[src/rtl/des_arbiter.sv]
// Round-robin arbiter that serialises NUM_CH requester channels onto one DES core.
// Define DES_ARB_FIXED_PRIO_EN to use fixed priority (lowest index wins) instead.
//
// state   | meaning
// S_IDLE  | arbitrate; grant the winner when the core is ready
// S_ISSUE | one-cycle start strobe to the core
// S_WAIT  | wait for core done or error
// S_RESP  | hold response until rsp_ready_in
module des_arbiter #(
  parameter int NUM_CH = 4,
  parameter int KEY_W  = 64,
  localparam int CH_W  = (NUM_CH > 1) ? $clog2(NUM_CH) : 1
) (
  input  logic                    clk_in,
  input  logic                    rst_n_in,
  input  logic [NUM_CH-1:0]       req_valid_in,
  input  logic [NUM_CH-1:0]       req_mode_in,
  input  logic [NUM_CH*64-1:0]    req_data_in,
  input  logic [NUM_CH*KEY_W-1:0] req_key_in,
  output logic [NUM_CH-1:0]       req_ready_out,
  input  logic                    core_ready_in,
  output logic                    core_valid_out,
  output logic                    core_mode_out,
  output logic [63:0]             core_data_out,
  output logic [KEY_W-1:0]        core_key_out,
  input  logic                    core_done_in,
  input  logic [63:0]             core_data_in,
  input  logic                    core_error_in,
  output logic                    rsp_valid_out,
  input  logic                    rsp_ready_in,
  output logic [CH_W-1:0]         rsp_ch_out,
  output logic [63:0]             rsp_data_out,
  output logic                    rsp_error_out,
  output logic                    busy_out
);

  typedef enum logic [1:0] {
    S_IDLE  = 2'd0,
    S_ISSUE = 2'd1,
    S_WAIT  = 2'd2,
    S_RESP  = 2'd3
  } state_t;

  state_t           state_q, state_d;
  logic [CH_W-1:0]  ch_q, ch_d;
  logic             mode_q, mode_d;
  logic [63:0]      data_q, data_d;
  logic [KEY_W-1:0] key_q, key_d;
  logic [63:0]      rsp_data_q, rsp_data_d;
  logic             rsp_err_q, rsp_err_d;

  logic [CH_W-1:0]  win_idx;
  logic             win_found;
  logic             grant;

`ifdef DES_ARB_FIXED_PRIO_EN
  always_comb begin
    win_idx   = '0;
    win_found = 1'b0;
    for (int k = NUM_CH - 1; k >= 0; k--) begin
      if (req_valid_in[k]) begin
        win_idx   = CH_W'(k);
        win_found = 1'b1;
      end
    end
  end
`else
  logic [CH_W-1:0] ptr_q, ptr_d;
  logic [CH_W:0]   rr_sum;
  logic [CH_W-1:0] rr_idx;

  // Scan offsets high to low so the smallest offset from ptr wins.
  always_comb begin
    win_idx   = '0;
    win_found = 1'b0;
    rr_sum    = '0;
    rr_idx    = '0;
    for (int k = NUM_CH - 1; k >= 0; k--) begin
      rr_sum = {1'b0, ptr_q} + (CH_W+1)'(k);
      if (rr_sum >= (CH_W+1)'(NUM_CH))
        rr_sum = rr_sum - (CH_W+1)'(NUM_CH);
      rr_idx = rr_sum[CH_W-1:0];
      if (req_valid_in[rr_idx]) begin
        win_idx   = rr_idx;
        win_found = 1'b1;
      end
    end
  end

  always_comb begin
    ptr_d = ptr_q;
    if (grant)
      ptr_d = (win_idx == CH_W'(NUM_CH - 1)) ? '0 : win_idx + CH_W'(1);
  end

  always_ff @(posedge clk_in or negedge rst_n_in) begin
    if (!rst_n_in) ptr_q <= '0;
    else           ptr_q <= ptr_d;
  end
`endif

  // Reset gates the grant so req_ready_out stays low while rst_n_in is low.
  assign grant = (state_q == S_IDLE) && core_ready_in && rst_n_in && win_found;

  always_comb begin
    state_d        = state_q;
    ch_d           = ch_q;
    mode_d         = mode_q;
    data_d         = data_q;
    key_d          = key_q;
    rsp_data_d     = rsp_data_q;
    rsp_err_d      = rsp_err_q;
    req_ready_out  = '0;
    core_valid_out = 1'b0;
    case (state_q)
      S_IDLE: begin
        if (grant) begin
          req_ready_out[win_idx] = 1'b1;
          ch_d    = win_idx;
          mode_d  = req_mode_in[win_idx];
          data_d  = req_data_in[64*int'(win_idx) +: 64];
          key_d   = req_key_in[KEY_W*int'(win_idx) +: KEY_W];
          state_d = S_ISSUE;
        end
      end
      S_ISSUE: begin
        core_valid_out = 1'b1;
        state_d        = S_WAIT;
      end
      S_WAIT: begin
        if (core_error_in) begin
          rsp_data_d = '0;
          rsp_err_d  = 1'b1;
          state_d    = S_RESP;
        end else if (core_done_in) begin
          rsp_data_d = core_data_in;
          rsp_err_d  = 1'b0;
          state_d    = S_RESP;
        end
      end
      S_RESP: begin
        if (rsp_ready_in)
          state_d = S_IDLE;
      end
      default: state_d = S_IDLE;
    endcase
  end

  always_ff @(posedge clk_in or negedge rst_n_in) begin
    if (!rst_n_in) begin
      state_q    <= S_IDLE;
      ch_q       <= '0;
      mode_q     <= 1'b0;
      data_q     <= '0;
      key_q      <= '0;
      rsp_data_q <= '0;
      rsp_err_q  <= 1'b0;
    end else begin
      state_q    <= state_d;
      ch_q       <= ch_d;
      mode_q     <= mode_d;
      data_q     <= data_d;
      key_q      <= key_d;
      rsp_data_q <= rsp_data_d;
      rsp_err_q  <= rsp_err_d;
    end
  end

  assign core_mode_out = mode_q;
  assign core_data_out = data_q;
  assign core_key_out  = key_q;
  assign rsp_valid_out = (state_q == S_RESP);
  assign rsp_ch_out    = ch_q;
  assign rsp_data_out  = rsp_data_q;
  assign rsp_error_out = rsp_err_q;
  assign busy_out      = (state_q != S_IDLE);

endmodule

[config.mk]
export PLATFORM = sky130hd
export DESIGN_NAME = des_arbiter
export DESIGN_NICKNAME = d
export VERILOG_FILES = /design/src/rtl/des_arbiter.sv
export SDC_FILE = /design/constraint.sdc
export NUM_CORES = 1
export LEC_CHECK = 0
export ABC_AREA = 1
export BUFFER_PORTS_ARGS = -buffer_cell sky130_fd_sc_hd__buf_2
export CORE_AREA = 2 2 308 310
export DETAILED_ROUTE_END_ITERATION = 8
export DIE_AREA = 0 0 310 312
export GPL_TIMING_DRIVEN = 0
export PLACE_DENSITY = 0.33
export SLEW_MARGIN = 20
export SYNTH_ARGS = -nofsm -noshare
export SYNTH_HDL_FRONTEND = slang
export SYNTH_SLANG_ARGS = --single-unit
[constraint.sdc]
create_clock -name clk_in -period 2.4 [get_ports clk_in]
set_clock_uncertainty 0.2 [all_clocks]
set_input_delay 0.24 -clock clk_in [delete_from_list [all_inputs] [get_ports clk_in]]
set_output_delay 0.24 -clock clk_in [all_outputs]
set_load 0.05 [all_outputs]
======== After elaboration in Yosys (flattened, before gate mapping) ========
Cells that the tools add are included.
storage, ports and cells
  register bits ........................... 200
  bits in latches ......................... 0
  RAM bits ................................ 0
  memory bits (read-only) ................. 0
  input bits .............................. 590
  output and inout port bits .............. 203
  word-level logic and storage cells ...... 82
  memories kept ........................... 0
operators by class
  add/subtract/negate cells ............... 8
  multipliers ............................. 0
  divide/modulo/power cells ............... 0
  $lt $le $gt $ge ......................... 10
  eq/ne operators ......................... 7
  shifts and indexed selects .............. 2
  multiplexer cells ....................... 37
  bitwise operators ....................... 0
  reduce and logical (&&, ||, !) cells .... 10
operator list
  kind                   number
  $shiftx A256 B9 Y64    2
  $mux W64               2
  $mux W2                13
  $lt A2 B3 Y1 const B   5
  $mux W1                13
  $bmux W1 S2            5
  $ge A3 B3 Y1 const B   3
  $mux W4                2
  $pmux W2 S4            1
  $sub A2 B1 Y2 const B  4
  $add A2 B2 Y3 const B  2
  $eq A2 B2 Y1 const B   3
  $logic_and A1 B1 Y1    4
  $reduce_and A2 Y1      2
  $reduce_bool A2 Y1     2
  $add A2 B1 Y3 const B  1
  $ge A2 B3 Y1 const B   1
  $ne A3 B3 Y1 const B   1
  $reduce_and A3 Y1      1
  $add A2 B1 Y2 const B  1
  $demux W1 S2           1
  $eq A2 B1 Y1 const B   1
  $ge A2 B1 Y1 const B   1
  $logic_not A2 Y1       1
  other kinds (2)        2

======== Longest topological paths before layout ========
Gate-level depths: netlist (run 1).
  depth in word-level cells ............... 15
  gate-level depth with buffers ........... 15
  depth with buffers taken out ............ 13

======== Worst setup path before layout (run 1) ========
OpenSTA, ideal clock, no wires.
  kind .................................... reg2out
  start point ............................. register ptr_q[0]
  end point ............................... output port req_ready_out[3]
  data arrival time ....................... 2.299 ns
  data required time ...................... 1.960 ns
  setup slack ............................. -0.339 ns
  stages on the path, launching flop included .. 12
  path buffers ............................ 3
  cell sequence ........................... dfrtp_1 > buf_4 > o21ai_2 > nor2_1 > nor2_1 > nand3_2 > nand2_2 > buf_6 > buf_2 > ha_1 > inv_1 > nor2_1
between the ends
  word-level cells in the longest chain between the ends .. 15
  elaborated cells on any way between the ends .. 39
  those cells by class .................... add/sub (7); order compare (6); mux (24); reduce/logical (2)
ends and longest elaborated chain
  element                                                                    line    text
  start: declaration                                                         68      logic [CH_W-1:0] ptr_q, ptr_d;
  start signal: assignment                                                   98      else ptr_q <= ptr_d;
  $add A2 B2 Y3                                                              79      rr_sum = {1'b0, ptr_q} + (CH_W+1)'(k);
  $ge A3 B3 Y1 / $sub A2 B1 Y2 (equally long branches)                       80, 81
  $mux W2                                                                    80      if (rr_sum >= (CH_W+1)'(NUM_CH))
  $bmux W1 S2                                                                83      if (req_valid_in[rr_idx]) begin
  $mux W1 (not written as such)                                              83
  $mux W2 (4 in series)                                                      83
  $lt A2 B3 Y1 (not written as such) / $ge A2 B1 Y1 (equally long branches)  118     req_ready_out[win_idx] = 1'b1;
  $logic_and A1 B1 Y1 (not written as such)                                  118
  $mux W1 (not written as such)                                              118
  $demux W1 S2                                                               118
  $mux W4 (*)                                                                117     if (grant) begin
  $mux W4 (*)                                                                115     case (state_q)
  end: declaration                                                           20      output logic [NUM_CH-1:0] req_ready_out,
Mark *: on every way between the ends. The rest lies on a longest branch, timed or not. The select of a mux whose other input is x is not followed.

======== Final worst setup path (run 1) ========
  start point ............................. register ptr_q[0]
  end point ............................... output port req_ready_out[2]
The elaborated chain is that of the path after synthesis.

==> results.yml, run 1 <==
detailed_routing:
  drtIter0Drc: 1094
  wl_per_cell_um: 19.7
  postRouteAntennaNets: 0
  drc: 0
  vias_per_cell: 3.98
  drt_first_pass_iters: 5
  vias: 20500
  routed_wl_um: 101000
clock_network:
  clock_latency_ns: 0.55
  numCtsBuffers: 17
  cts_root_buf: "clkbuf_16"
  clkTransAtPathRegs_ns: 0.11
  cts_buffer_depth: 2
  cts_tree: "yes"
  cts-htree-levels: 4
  cts.sinks: 200
global_route:
  grt.total_usage_pct: 20.3
  grt_pass1_wl_um: 142000
  grt_max_degree: 77
  antenna_found_initial: 17
  grt_overflow_total: 0
  first_global_vias: 21400
placed_design:
  place_inst: 4492
  portBuffers: 792
  hpwl_um: 76800
  gp_congestion: 0.885
power_and_ir_drop:
  ir_drop_mv: 0.600
  power_density_mw_per_mm2: 1500
  total_power_w: 0.0426
  leakage_nw: 16.5
setup_path:
  cp.required_ns: 1.96
  crit_fanout: 5
  worstSetupEndpointType: "primary output"
  crit_path_start_kind: "flop"
  worstPathArrival_ns: 2.48
  reg2reg_slack_ns: -0.31
  path_class: "flop to primary output"
hold_path:
  hold_class: "primary input to async pin"
timing:
  postLayoutSetupSlackWorst_ns: -0.524
  rsz0062_at_grt: "true"
  tns_ns: -24.34
  hold_violations: 75
  slew_headroom_pct: 49.1
  setup_viol: 146
  holdWs_ns: -0.573
  finalCritPeriodShare_pct: 122
  drv_slew: 0
  fmax_mhz: 342
  max_slew.worst_pin.slew_ns: 0.762
  min_period_ns: 2.92
final_layout:
  drive_above_1_share_pct: 28.6
  final_cells: 5153
  fin_nets: 4470
  synthToLayoutAreaGrowth_pct: 97.4
  n_fill_cell: 10700
run:
  drv_cap: 0
outcome:
  violations: "hold timing, setup timing"
  status: "complete, but fails checks"
die:
  row_count: 112
  core_mm2: 0.0930
  initial_utilization_pct: 15.5
  die_h_um: 312
  die_x_um: 310
  dieArea_mm2: 0.0967
  ios: 793
synthesis:
  syn_area_mm2: 0.0144
  syn-instance-count: 2444
  synth_cell_type_count: 21
  syn_area_per_cell_um2: 5.90
  yosysSeqAreaShare_pct: 34.7
  syn-num-nets: 3040
  yosysWarnings: 0
  synth.ff_latch_count: 200
layout make-up:
| type | count | area (um2) | area share (%) |
|---|---|---|---|
| flip-flops and latches | 200 | 5010 | 17.6 |
| multi-input cells | 1550 | 7180 | 25.2 |
| repair buffers | 1414 | 10600 | 37.1 |
| clock buffers | 19 | 443 | 1.56 |
| diodes | 14 | 35.0 | 0.123 |
| well taps | 1254 | 1570 | 5.51 |
| clock inverters | 11 | 133 | 0.466 |
| plain buffers | 159 | 1530 | 5.36 |
| inverters | 532 | 2000 | 7.04 |
layout by cell type (no fill, tap or decap), types with 14 or more instances in the layout:
cell type	synthesis	layout
nand2_1	930	907
dfrtp_1	200	198
buf_12	0	29
clkbuf_1	49	32
nand2_2	2	15
nand3_1	523	479
diode_2	0	14
clkbuf_16	0	25
nand3_2	2	38
inv_1	529	526
dlygate4sd3_1	0	551
buf_2	90	809
clkbuf_2	0	14
buf_8	0	28
buf_6	1	30
buf_4	10	56
o21ai_0	69	68
per-stage QoR:
step / hold slack (ns) / utilization, % / area [um2] / setup WS (ns)
after floorplan: -0.256 / - / 14400 / -0.0466
after CTS: -0.585 / 29.8 / 27700 / -0.604
after global routing: -0.581 / 30.6 / 28500 / -0.651
after detailed placement: 0.106 / 21.5 / 20000 / -1.99
after global placement: 0.260 / 21.5 / 20000 / -6.32
final: -0.573 / 30.6 / 28500 / -0.524
sequential cells by signal (all words and copies together), names as in the netlist:
signal and cells:
rsp_error_out 1, core_mode_out 1, core_data_out 64, rsp_data_out 64, state_q 2, ptr_q 2
rsp_ch_out 2, core_key_out 64
report_power, final:
part	switching [W]	internal, W
Combinational	0.0219	0.0118
Clock	0.00171	0.00150
Sequential	0.000815	0.00483
worst max-delay path: stages, from the launching register on:
cell and delay, ns:
dfrtp_2 0.46, buf_8 0.17, xnor2_4 0.16, nand2_2 0.10, nand3_4 0.12, nand2_4 0.07
nand2_8 0.08, nand2_8 0.07, buf_12 0.14, buf_12 0.13, nor2_4 0.10, inv_4 0.06
nor2_4 0.11, buf_8 0.15
Yosys cell counts:
cell / count / area share, %
o21ai_1: 2 / 0.069
xnor2_1: 1 / 0.061
buf_2: 90 / 3.1
inv_2: 3 / 0.078
clkbuf_1: 49 / 1.3
a31oi_2: 1 / 0.087
nor3_1: 2 / 0.069
nor2_1: 8 / 0.21
o21ai_2: 1 / 0.061
buf_6: 1 / 0.078
o21ai_0: 69 / 2.4
buf_4: 10 / 0.52
dfrtp_1: 200 / 35
inv_1: 529 / 14
nand2_2: 2 / 0.087
ha_1: 6 / 0.52
buf_1: 12 / 0.31
nand3_1: 523 / 18
a21oi_1: 3 / 0.10
nand2_1: 930 / 24
nand3_2: 2 / 0.14
path summary, 6_finish.rpt:
| path | from | to | cells past startpoint |
|---|---|---|---|
| max | ptr_q[0]$_DFFE_PN0N_ | req_ready_out[2] | 13 |
| min | rst_n_in | rsp_data_out[18]$_DFFE_PN0P_ | 1 |
| max reg2reg | ptr_q[0]$_DFFE_PN0N_ | core_key_out[42]$_DFFE_PN0P_ | 16 |
| min reg2reg | core_data_out[51]$_DFFE_PN0P_ | core_data_out[51]$_DFFE_PN0P_ | 2 |
| max in group asynchronous | rst_n_in | core_key_out[30]$_DFFE_PN0P_ | 5 |
| min in group clk_in | req_mode_in[0] | core_mode_out$_DFFE_PN0P_ | 7 |
per-layer routing:
metal	vias to the layer above	share of wire, %	track usage [%]
li1	10200	-	-
met1	9554	43	24.8
met2	613	49	35.4
met3	123	5.3	4.48
met4	8	2.8	6.17
met5	-	0.056	0
cells by family (layout without fill, tap and decap cells):
| group | Yosys count | in the layout | share of synthesized area (%) |
|---|---|---|---|
| flops | 200 | 200 | 34.7 |
| xor+xnor | 1 | 1 | 0.0607 |
| other cells | 0 | 14 | 0 |
| fa+ha+maj | 6 | 6 | 0.520 |
| simple gates | 1467 | 1467 | 42.9 |
| buf+inv | 694 | 2135 | 19.2 |
| compound gates | 76 | 76 | 2.72 |
what timing repair did:
action,4_1_cts,5_1_grt
cloned,6,7
hold buffers,550,4
setup endpoints to repair,139,173
pin swaps,23,29
endpoints found under the hold margin,393,113
setup buffers,41,12
resized for setup,301,104
No activity file was read; power rests on OpenSTA's default activity.
==> inputs of run 2 (changes only) <==
- MAX_ROUTING_LAYER: default -> met4
==> results.yml, run 2 (synthesis results as in run 1) <==
timing:
  max_slew.worst_pin.slew_ns: 0.717
  fmax_mhz: 343
  tns_ns: -31.43
  finalCritPeriodShare_pct: 121
  drv_slew: 0
  min_period_ns: 2.91
  slew_headroom_pct: 52.2
  hold_violations: 75
  rsz0062_at_grt: "true"
  postLayoutSetupSlackWorst_ns: -0.515
  holdWs_ns: -0.571
  setup_viol: 133
final_layout:
  final_common_cell: "nand2_1"
  final_cells: 5152
  synthToLayoutAreaGrowth_pct: 95.9
  fin_nets: 4465
  final_cell_mix: "nand2_1 (906), buf_2 (814), dlygate4sd3_1 (552), inv_1 (526), nand3_1 (482)"
  drive_above_1_share_pct: 28.5
die:
  die_x_um: 310
  initial_utilization_pct: 15.5
  ios: 793
  dieArea_mm2: 0.0967
  row_count: 112
  die_h_um: 312
  core_mm2: 0.0930
setup_path:
  reg2reg_slack_ns: -0.35
  path_class: "flop to primary output"
  reg2reg_from: "ptr_q[0]$_DFFE_PN0N_"
  critPathLaunch: "ptr_q[0]$_DFFE_PN0N_"
  worstSetupEndpointType: "primary output"
  crit_path_start_kind: "flop"
  worstPathArrival_ns: 2.47
  r2r-end: "core_key_out[5]$_DFFE_PN0P_"
  cp-endpoint: "req_ready_out[2]"
  crit_fanout: 5
  cp.required_ns: 1.96
  r2r_cells: 19
detailed_routing:
  routed_wl_um: 101000
  drc: 0
  vias_per_cell: 3.97
  drtIter0Drc: 1121
  vias: 20500
  wl_per_cell_um: 19.5
  postRouteAntennaNets: 0
  drt_first_pass_iters: 5
global_route:
  grt_max_degree: 77
  grt.total_usage_pct: 20.9
  grt_overflow_total: 0
  grt_pass1_wl_um: 142000
  antenna_found_initial: 16
  first_global_vias: 21400
placed_design:
  gp_congestion: 0.900
  place_inst: 4492
  portBuffers: 792
  hpwl_um: 76800
clock_network:
  cts_tree: "yes"
  cts.sinks: 200
  cts_root_buf: "clkbuf_16"
  cts_buffer_depth: 2
  numCtsBuffers: 17
  clock_latency_ns: 0.54
  cts-htree-levels: 4
  clkTransAtPathRegs_ns: 0.11
power_and_ir_drop:
  power_density_mw_per_mm2: 1480
  seqPwrFrac_pct: 13.5
  netSwitchingPower_w: 0.0242
  leakage_nw: 16.4
  p_comb_share_pct: 78.9
  clock_power_share_pct: 7.7
  p_sw_share_pct: 57.8
  ir_drop_mv: 0.588
  power.internal_w: 0.0177
hold_path:
  hold_class: "primary input to async pin"
outcome:
  violations: "hold timing, setup timing"
  status: "complete, but fails checks"
run:
  drv_cap: 0
==> run 2: how the worst min path moves through the flow <==
stage	cells past startpoint	slack [ns]	start	endpoint
CTS	1	-0.58	rst_n_in	rsp_data_out[18]$_DFFE_PN0P_
floorplan	0	-0.26	rst_n_in	core_data_out[0]$_DFFE_PN0P_
global route	1	-0.58	rst_n_in	rsp_data_out[14]$_DFFE_PN0P_
finish	1	-0.57	rst_n_in	rsp_data_out[18]$_DFFE_PN0P_
detailed placement	1	0.11	rst_n_in	rsp_data_out[18]$_DFFE_PN0P_
global placement	2	0.26	core_key_out[26]$_DFFE_PN0P_	core_key_out[26]$_DFFE_PN0P_
==> run 2: power groups by stage <==
stage / clock (W) / sequential (W) / combinational [W]
2_1_floorplan: 0 / 0.0106 / 0.0119
3_3_place_gp: 0 / 0.00566 / 0.0272
3_5_place_dp: 0 / 0.00564 / 0.0271
4_1_cts: 0.00337 / 0.00563 / 0.0327
5_1_grt: 0.00347 / 0.00582 / 0.0358
6_report: 0.00321 / 0.00564 / 0.0331
==> run 2: timing repair <==
item,4_1_cts,5_1_grt
pin swaps,23,32
resized for setup,301,82
setup buffers,41,11
hold buffers,550,5
hold endpoints to repair,393,111
setup endpoints to repair,139,175
gates cloned,6,2
==> run 2: cell type report <==
| type | count | area (um2) |
|---|---|---|
| fillers | 10700 | 64800 |
| repair buffers | 1409 | 10400 |
| multi-input cells | 1550 | 7180 |
| flip-flops and latches | 200 | 5010 |
| inverters | 532 | 2000 |
| well taps | 1254 | 1570 |
| plain buffers | 159 | 1460 |
| clock buffers | 19 | 443 |
| clock inverters | 11 | 133 |
| diodes | 18 | 45.0 |
==> run 2: worst max-delay path, stage by stage (launching register included) <==
cell	delay (ns)
dfrtp_2	0.46
buf_8	0.17
xnor2_4	0.16
nand2_2	0.10
nand3_4	0.12
nand2_4	0.07
nand2_8	0.08
nand2_8	0.07
buf_12	0.14
buf_12	0.13
nor2_4	0.09
inv_4	0.06
nor2_4	0.11
buf_8	0.15
==> run 2: per-layer routing <==
layer | global-route usage [%] | routed length, um
met5 | - | 0
met4 | 6.40 | 2750
met3 | 3.99 | 5170
met2 | 35.4 | 49000
met1 | 25.0 | 43700
==> run 2: metrics by stage <==
stage / instance area (um2) / total power [W] / hold slack (ns) / util (%) / setup slack, ns
final: 28300 / 0.0419 / -0.571 / 30.4 / -0.515
after global routing: 28200 / 0.0451 / -0.577 / 30.4 / -0.647
after CTS: 27700 / 0.0417 / -0.585 / 29.8 / -0.604
after detailed placement: 20000 / 0.0327 / 0.106 / 21.5 / -1.99
after global placement: 20000 / 0.0329 / 0.260 / 21.5 / -6.32
after floorplan: 14400 / 0.0225 / -0.256 / - / -0.0466
